**src/rtl/traffic_signal_monitor.sv**
```systemverilog
// Checks the four signal-head buses for rotation order, colour legality, conflicts and dwell time, and counts completed rotations.
// Latency: a bus sample taken at edge k appears on every output after edge k+1.
// Backpressure: none. This is a passive observer that samples every cycle. Dwell checking is compiled in with TLM_TIMING_CHECK_EN.
module traffic_signal_monitor #(
  parameter int GREEN_CYCLES  = 3,
  parameter int YELLOW_CYCLES = 2
) (
  input  logic       clk,
  input  logic       rst,
  input  logic [6:0] HighwayN,
  input  logic [6:0] CityE,
  input  logic [6:0] HighwayS,
  input  logic [6:0] CityW,
  input  logic       clr_faults,
  output logic [1:0] color_hn,
  output logic [1:0] color_ce,
  output logic [1:0] color_hs,
  output logic [1:0] color_cw,
  output logic [1:0] active_dir,
  output logic       active_valid,
  output logic       locked,
  output logic       fault_conflict,
  output logic       fault_code,
  output logic       fault_order,
  output logic       fault_timing,
  output logic [7:0] rotations
);

  localparam logic [6:0] PAT_R = 7'b1110111;
  localparam logic [6:0] PAT_Y = 7'b0110011;
  localparam logic [6:0] PAT_G = 7'b1011111;
  localparam logic [1:0] C_RED = 2'b00;
  localparam logic [1:0] C_YEL = 2'b01;
  localparam logic [1:0] C_GRN = 2'b10;
  localparam logic [1:0] C_INV = 2'b11;

  typedef enum logic {IDLE = 1'b0, LOCK = 1'b1} state_t;

  state_t          state_q, state_d;
  logic [6:0]      s1_hn, s1_ce, s1_hs, s1_cw;
  logic [3:0][1:0] col;
  logic [2:0]      nonred_cnt;
  logic            any_inv;
  logic [1:0]      hit_dir;
  logic            sample_valid;
  logic [2:0]      phase_new, phase_q, phase_d;
  logic [7:0]      rot_d;
  logic            set_conflict, set_order, set_timing;

  function automatic logic [1:0] decode(input logic [6:0] p);
    case (p)
      PAT_R:   decode = C_RED;
      PAT_Y:   decode = C_YEL;
      PAT_G:   decode = C_GRN;
      default: decode = C_INV;
    endcase
  endfunction

  // Stage 1: capture the raw buses; reset looks like all-red
  always_ff @(posedge clk or posedge rst) begin
    if (rst) begin
      s1_hn <= PAT_R;
      s1_ce <= PAT_R;
      s1_hs <= PAT_R;
      s1_cw <= PAT_R;
    end else begin
      s1_hn <= HighwayN;
      s1_ce <= CityE;
      s1_hs <= HighwayS;
      s1_cw <= CityW;
    end
  end

  assign col[0] = decode(s1_hn);
  assign col[1] = decode(s1_ce);
  assign col[2] = decode(s1_hs);
  assign col[3] = decode(s1_cw);

  // Count non-red approaches, spot illegal codes and find the active approach
  always_comb begin
    nonred_cnt = '0;
    any_inv    = 1'b0;
    hit_dir    = '0;
    for (int i = 0; i < 4; i++) begin
      if (col[i] == C_INV) begin
        any_inv = 1'b1;
      end else if (col[i] != C_RED) begin
        nonred_cnt = nonred_cnt + 3'd1;
        hit_dir    = 2'(i);
      end
    end
  end

  assign sample_valid = !any_inv && (nonred_cnt == 3'd1);
  assign phase_new    = {hit_dir, (col[hit_dir] == C_YEL)};

`ifdef TLM_TIMING_CHECK_EN
  // dwell_chk is clear while the phase we locked onto is still showing;
  // its length is unknown, so it is not judged.
  logic [3:0] dwell_q, dwell_d;
  logic       dwell_chk_q, dwell_chk_d;
  logic [3:0] dwell_req;
  logic [4:0] dwell_over;
  assign dwell_req  = phase_q[0] ? 4'(YELLOW_CYCLES) : 4'(GREEN_CYCLES);
  assign dwell_over = {1'b0, dwell_req} + 5'd1;
`endif

  // Monitor FSM: lock onto the rotation, follow phases, flag violations
  always_comb begin
    state_d      = state_q;
    phase_d      = phase_q;
    rot_d        = rotations;
    set_conflict = 1'b0;
    set_order    = 1'b0;
    set_timing   = 1'b0;
`ifdef TLM_TIMING_CHECK_EN
    dwell_d      = dwell_q;
    dwell_chk_d  = dwell_chk_q;
`endif
    case (state_q)
      IDLE: begin
        if (sample_valid) begin
          state_d = LOCK;
          phase_d = phase_new;
`ifdef TLM_TIMING_CHECK_EN
          dwell_d     = 4'd1;
          dwell_chk_d = 1'b0;
`endif
        end
      end
      LOCK: begin
        if (any_inv || nonred_cnt > 3'd1) begin
          set_conflict = (nonred_cnt > 3'd1);
          state_d      = IDLE;
`ifdef TLM_TIMING_CHECK_EN
          dwell_d = 4'd0;
`endif
        end else if (nonred_cnt == 3'd0) begin
          set_order = 1'b1;
          state_d   = IDLE;
`ifdef TLM_TIMING_CHECK_EN
          dwell_d = 4'd0;
`endif
        end else if (phase_new != phase_q) begin
          set_order = (phase_new != phase_q + 3'd1);
`ifdef TLM_TIMING_CHECK_EN
          set_timing  = dwell_chk_q && (dwell_q < dwell_req);
          dwell_d     = 4'd1;
          dwell_chk_d = 1'b1;
`endif
          if (!set_order && !set_timing && phase_q == 3'd7 && phase_new == 3'd0) begin
            rot_d = rotations + 8'd1;
          end
          phase_d = phase_new;
        end else begin
`ifdef TLM_TIMING_CHECK_EN
          if (dwell_q != 4'd15) begin
            dwell_d = dwell_q + 4'd1;
          end
          set_timing = dwell_chk_q && ({1'b0, dwell_d} == dwell_over);
`endif
        end
      end
      default: state_d = IDLE;
    endcase
  end

  // Stage 2: register decoded view, FSM state, counters and sticky faults
  always_ff @(posedge clk or posedge rst) begin
    if (rst) begin
      state_q        <= IDLE;
      phase_q        <= '0;
      color_hn       <= C_RED;
      color_ce       <= C_RED;
      color_hs       <= C_RED;
      color_cw       <= C_RED;
      active_dir     <= '0;
      active_valid   <= 1'b0;
      fault_conflict <= 1'b0;
      fault_code     <= 1'b0;
      fault_order    <= 1'b0;
      rotations      <= '0;
    end else begin
      state_q        <= state_d;
      phase_q        <= phase_d;
      color_hn       <= col[0];
      color_ce       <= col[1];
      color_hs       <= col[2];
      color_cw       <= col[3];
      active_valid   <= sample_valid;
      if (sample_valid) begin
        active_dir <= hit_dir;
      end
      fault_conflict <= set_conflict | (fault_conflict & ~clr_faults);
      fault_code     <= any_inv      | (fault_code     & ~clr_faults);
      fault_order    <= set_order    | (fault_order    & ~clr_faults);
      rotations      <= rot_d;
    end
  end

  assign locked = (state_q == LOCK);

`ifdef TLM_TIMING_CHECK_EN
  // Dwell tracking and the sticky timing flag
  always_ff @(posedge clk or posedge rst) begin
    if (rst) begin
      dwell_q      <= '0;
      dwell_chk_q  <= 1'b0;
      fault_timing <= 1'b0;
    end else begin
      dwell_q      <= dwell_d;
      dwell_chk_q  <= dwell_chk_d;
      fault_timing <= set_timing | (fault_timing & ~clr_faults);
    end
  end
`else
  assign fault_timing = 1'b0;
`endif

endmodule

```
**config.mk**
```make
export PLATFORM = sky130hd
export DESIGN_NAME = traffic_signal_monitor
export DESIGN_NICKNAME = d
export VERILOG_FILES = /design/src/rtl/traffic_signal_monitor.sv
export SDC_FILE = /design/constraint.sdc
export NUM_CORES = 1
export LEC_CHECK = 0
export BUFFER_PORTS_ARGS = -buffer_cell sky130_fd_sc_hd__buf_2
export CAP_MARGIN = 5
export CORE_MARGIN = 2
export CORE_UTILIZATION = 55
export CTS_BUF_LIST = sky130_fd_sc_hd__clkbuf_8
export CTS_CLUSTER_SIZE = 10
export DETAILED_ROUTE_END_ITERATION = 16
export GPL_ROUTABILITY_DRIVEN = 0
export GPL_TIMING_DRIVEN = 1
export PLACE_DENSITY_LB_ADDON = 0.08
export SLEW_MARGIN = 15
export SYNTH_ARGS = -nofsm -noshare
export SYNTH_HDL_FRONTEND = slang
export SYNTH_SLANG_ARGS = --single-unit
```
**constraint.sdc**
```tcl
create_clock -name clk -period 6 [get_ports clk]
set_input_delay 0.3 -clock clk [delete_from_list [all_inputs] [get_ports clk]]
set_output_delay 0.3 -clock clk [all_outputs]
set_load 0.03 [all_outputs]
```
Yosys cells after proc, flatten, opt, wreduce, memory -nomap -nowiden --
Index checks and enable logic that the tools add are counted.
Word-level totals: memories 0, latch bits 0, flip-flop bits (word level) 54, bits in writable memories 0, bits in read-only memories 0, word-level logic and storage cells 111
Operators by class: divide/modulo/power cells 0, mux-type cells 39, $lt $le $gt $ge 2, bitwise operators 10, reduce and logical (&&, ||, !) cells 14, add/subtract/negate cells 5, shift operators 0, multiply operators 0, equal/unequal tests 25
Operator list (count):
- 7-bit == test (second input constant) | 8
- 3-bit two-way mux | 10
- 7-bit by 6-bit == test with 1-bit output (second input constant) | 4
- 2-bit one-hot mux with 3 select lines | 4
- 1-bit two-way mux | 17
- 3-bit by 1-bit adder with 3-bit output (second input constant) | 4
- 2-bit two-way mux | 5
- 8-bit by 1-bit adder with 8-bit output (second input constant) | 1
- 2-bit == test (second input constant) | 4
- 2-bit nonzero test | 4
- 3-bit zero test | 2
- 2-bit != test (second input constant) | 3
- 3-bit != test | 2
- 3-bit one-hot mux with 2 select lines | 1
- 5-bit AND reduction | 1
- 2-bit binary-select mux with 2-bit select | 1
- 1-bit inverter | 4
- 4-bit AND reduction | 1
- 1-bit AND | 3
- 3-bit by 1-bit == test with 1-bit output (second input constant) | 1
- 3-bit == test (second input constant) | 1
- 3-bit by 1-bit greater-than comparator with 1-bit output (second input constant) | 1
- 1-bit logical AND | 3
- 2-bit by 3-bit < comparator with 1-bit output (second input constant) | 1
- other kinds (6) | 9

Logic depth before layout (Yosys ltp) --
depth in word-level cells 19, mapped depth 19, gate-level depth less buffers 19

Worst setup path before layout --
OpenSTA, ideal clock, no wires.
kind flip-flop to flip-flop, start register s1_ce[4], end register rotations[1], path slack 1769 ps, data required time 5875 ps, stages on the path, launching flop included 18, library setup time 125 ps, buffers on the path 0, arrival 4105 ps, path through dfstp_2 -> nand3_1 -> or4_1 -> ha_1 -> o21ai_0 -> nand3_1 -> ha_1 -> mux2i_1 -> inv_1 -> ha_1 -> a21o_1 -> ha_1 -> a21oi_1 -> o21ai_2 -> o32ai_4 -> nand2_4 -> or2_4 -> mux2_4
Between the ends: longest elaborated chain between the ends 17, elaborated cells between the ends (all ways) 38, those cells by class 2 x add/sub; 1 x order compare; 7 x eq/ne; 18 x mux; 2 x bitwise; 8 x reduce/logical
Ends and longest elaborated chain:
- start, declared | RTL line 40 | logic [6:0] s1_hn, s1_ce, s1_hs, s1_cw;
- start signal, assigned | RTL line 68 | s1_ce <= CityE;
- 7-bit == test or 7-bit by 6-bit == test with 1-bit output (tied branches) | RTL line 51 | case (p)
- 2-bit one-hot mux with 3 select lines (*) | RTL line 51
- branches (longest 14 deep; another with 3-bit by 1-bit adder with 3-bit output)
- 5-bit AND reduction (no line) (*)
- end signal, assigned | RTL line 197 | rotations <= rot_d;
- end, declared | RTL line 26 | output logic [7:0] rotations
Mark *: on every way between the ends. The select of a mux whose other input is x is not followed. A chain may end at the register's enable or synchronous reset.

Worst setup path after layout --
Same ends and word-level chain as after synthesis.

==> reports/metrics.yaml <==
synth.mux.area_fraction: 0.0273
startpoint_type: "flip-flop"
clock.fmax_mhz: 222
crit_type: "reg -> reg"
insertion_delay_ns: 0.31
placed_area_um2: 2840
ys_ff_latch: 54
clock-sinks: 54
yosysTopAreaCellShare: 0.298
synth-compound-area-share: 0.0948
endpoint: "rotations[1]$_DFFE_PP0P_"
fillers: 348
synth_xor_xnor_area_share: 0.0610
synth_top_family_by_area: "simple AND/OR/NAND/NOR gates"
cp_max_fo: 8
pin_count: 55
holdBufCountCts: 0
rr_endpoint: "rotations[1]$_DFFE_PP0P_"
cap_violations: 0
holdPathStages: 1
initial_core_util: 0.575
r2r_slack_ns: 1.50
rows: 24
yosys.area.top_type: "dfrtp_1"
drc: 0
first_global_vias: 1673
areaGrowthSynthToFinish_pct: 16.2
slew_headroom: 0.569
setup_viol: 0
antenna_cells: 0
yosys.area_share.simple: 0.188
grt_start_max_net_pins: 55
antenna_found_initial: 0
endpoint_kind: "flip-flop"
r2r_start: "s1_ce[4]$_DFF_PP1_"
via_per_inst: 5.39
power_mw: 0.625
ys_warn_count: 0
period_share: 0.750
drt_first_pass_iters: 4
wire_per_inst_um: 12.9
async_flop_share: 1.00
dieWidth_um: 71.7
synth_ff_type: "dfrtp_1"
synth-edff-count: 0
crit_start: "s1_ce[4]$_DFF_PP1_"
reg2reg_depth: 17
vias: 1757
grt_pass1_wl_mm: 7.31
clock_path_buffers: 2
p_per_area_nw_per_um2: 213
crit_required_ns: 6.19
cts_tree: "done"
multiInputGateArea_um2: 1060
wirelength_mm: 4.20
first_iter_violations: 97
register_area_um2: 1380
numCtsBuffers: 5
design_area_um2: 2930
grtUsageTotal: 0.180
clk_pin_slew_ns: 0.09
grt-ovfl-total: 0
tightest_slew_ns: 0.646
postCtsSetupBuffers: 0
setup-tns-final_ns: 0
status: "finished, final reports clean"
synthAdderAreaFrac: 0.0496
synth.distinct_cells: 48
nets: 314
utilization: 0.668
leakage_nw: 1.41
die_y_um: 71.7
layout_min_cycle_time_ns: 4.50
cts_root_buffer: "clkbuf_8"
avgSynthCellArea_um2: 11.8
synth.area.top_cells: "dfrtp_1 (30%), dfstp_2 (25%), ha_1 (5.0%)"
hpwl_mm: 3.15
slew_viol_final: 0
min_path_type: "in -> reg"
final_layout_size_suffix_gt1_frac: 0.380
syn_inst: 214
ant_nets: 0
port_buffers: 53
coreArea_um2: 4380
die-area_um2: 5140
yosysSeqAreaShare: 0.548
cp.arrival_ns: 4.69
netlist_area_um2: 2520
cts_resized: 0
hold_viol_final: 0
htreeDepth: 2
skew_ns: 0.00831
peakVddDrop_mv: 0.214
syn-num-nets: 255
rsz0062_at_grt: "no"
-- registers in the layout, summed over array words and instances, names as in the netlist, 2 cells and up --
register    cells
color_hs        2
s1_cw           7
color_ce        2
s1_ce           7
s1_hs           7
active_dir      2
color_hn        2
rotations       8
color_cw        2
phase_q         3
s1_hn           7
-- layer usage --
metal  share of wire  vias to the layer above  global-route usage
li1                -                      869                   -
met1            0.44                      839               0.237
met2            0.49                       43               0.298
met3           0.050                        6              0.0422
met4           0.014                        0              0.0566
met5               0                        -                   0
-- synth_stat cells (2+ instances only) --
cell type,count
a21oi_1,2
a311o_1,2
and3_1,3
dfrtp_1,30
dfstp_2,24
ha_1,10
inv_1,15
mux2_2,3
mux2i_1,2
nand2_1,15
nand2b_1,8
nand3_1,11
nand4_1,4
nor2_1,8
nor3_1,7
nor4_1,5
o21a_1,2
o21ai_0,11
o31ai_1,2
or2_2,4
or3_1,3
or4_1,3
or4b_1,2
xnor2_1,9
xor2_1,6
-- logic make-up (layout without fill, tap and decap cells) --
kind of cell	after synthesis	count (layout)
xor+xnor	16	16
fa+ha+maj	10	10
mux	6	6
flops	54	54
simple gates	81	81
compound gates	29	29
other cells	1	1
buf+inv	17	77
-- final cells by class --
class,instances,area share
flip-flops and latches,54,0.472
repair buffers,54,0.0931
well taps,52,0.0222
inverters,15,0.0192
clock buffers,5,0.0235
clock inverters,3,0.00683
multi-input cells,143,0.364
-- power breakdown --
| part | leakage (nW) | internal (mW) | switching [mW] | total, mW |
|---|---|---|---|---|
| clock network | 0.0484 | 0.0825 | 0.116 | 0.198 |
| logic | 0.749 | 0.0171 | 0.0228 | 0.0399 |
| registers | 0.616 | 0.381 | 0.00596 | 0.387 |
-- worst min path at each step --
stage / startpoint / end / slack (ns)
final: HighwayN[1] / s1_hn[1]$_DFF_PP1_ / 0.08
after global routing: HighwayS[5] / s1_hs[5]$_DFF_PP1_ / 0.06
after CTS: HighwayN[1] / s1_hn[1]$_DFF_PP1_ / 0.07
after detailed placement: HighwayS[5] / s1_hs[5]$_DFF_PP1_ / 0.41
after global placement: HighwayS[6] / s1_hs[6]$_DFF_PP1_ / 0.40
after floorplan: CityE[0] / s1_ce[0]$_DFF_PP1_ / 0.30
-- per-stage QoR --
step | hold WS (ns) | setup WS [ns] | std cells
floorplan | 0.304 | 1.77 | 214
global placement | 0.405 | 1.59 | 318
detailed placement | 0.406 | 1.53 | 318
CTS | 0.0677 | 1.50 | 326
global route | 0.0582 | 1.21 | 326
finish | 0.0790 | 1.50 | 326
-- critical path, cell delays in order, from the launching register on --
cell and delay, ns:
dfstp_2 0.52, nand3_1 0.14, or4_1 0.58, ha_1 0.30, o21ai_0 0.24, nand3_1 0.11
ha_1 0.29, mux2i_1 0.30, inv_1 0.08, ha_1 0.30, a21o_1 0.17, ha_1 0.20
a21oi_1 0.15, o21ai_2 0.10, o32ai_4 0.21, nand2_4 0.13, or2_4 0.28, mux2_4 0.29
-- cell usage in the layout, fill, tap and decap left out, types with 8 or more instances in the layout --
cell type  instances
buf_2             53
dfrtp_1           30
dfstp_2           24
nand2_1           15
inv_1             14
nand3_1           11
o21ai_0           11
ha_1              10
xnor2_1            9
nor2_1             8
nand2b_1           8
Note: power is estimated with default switching activity, not from simulation.
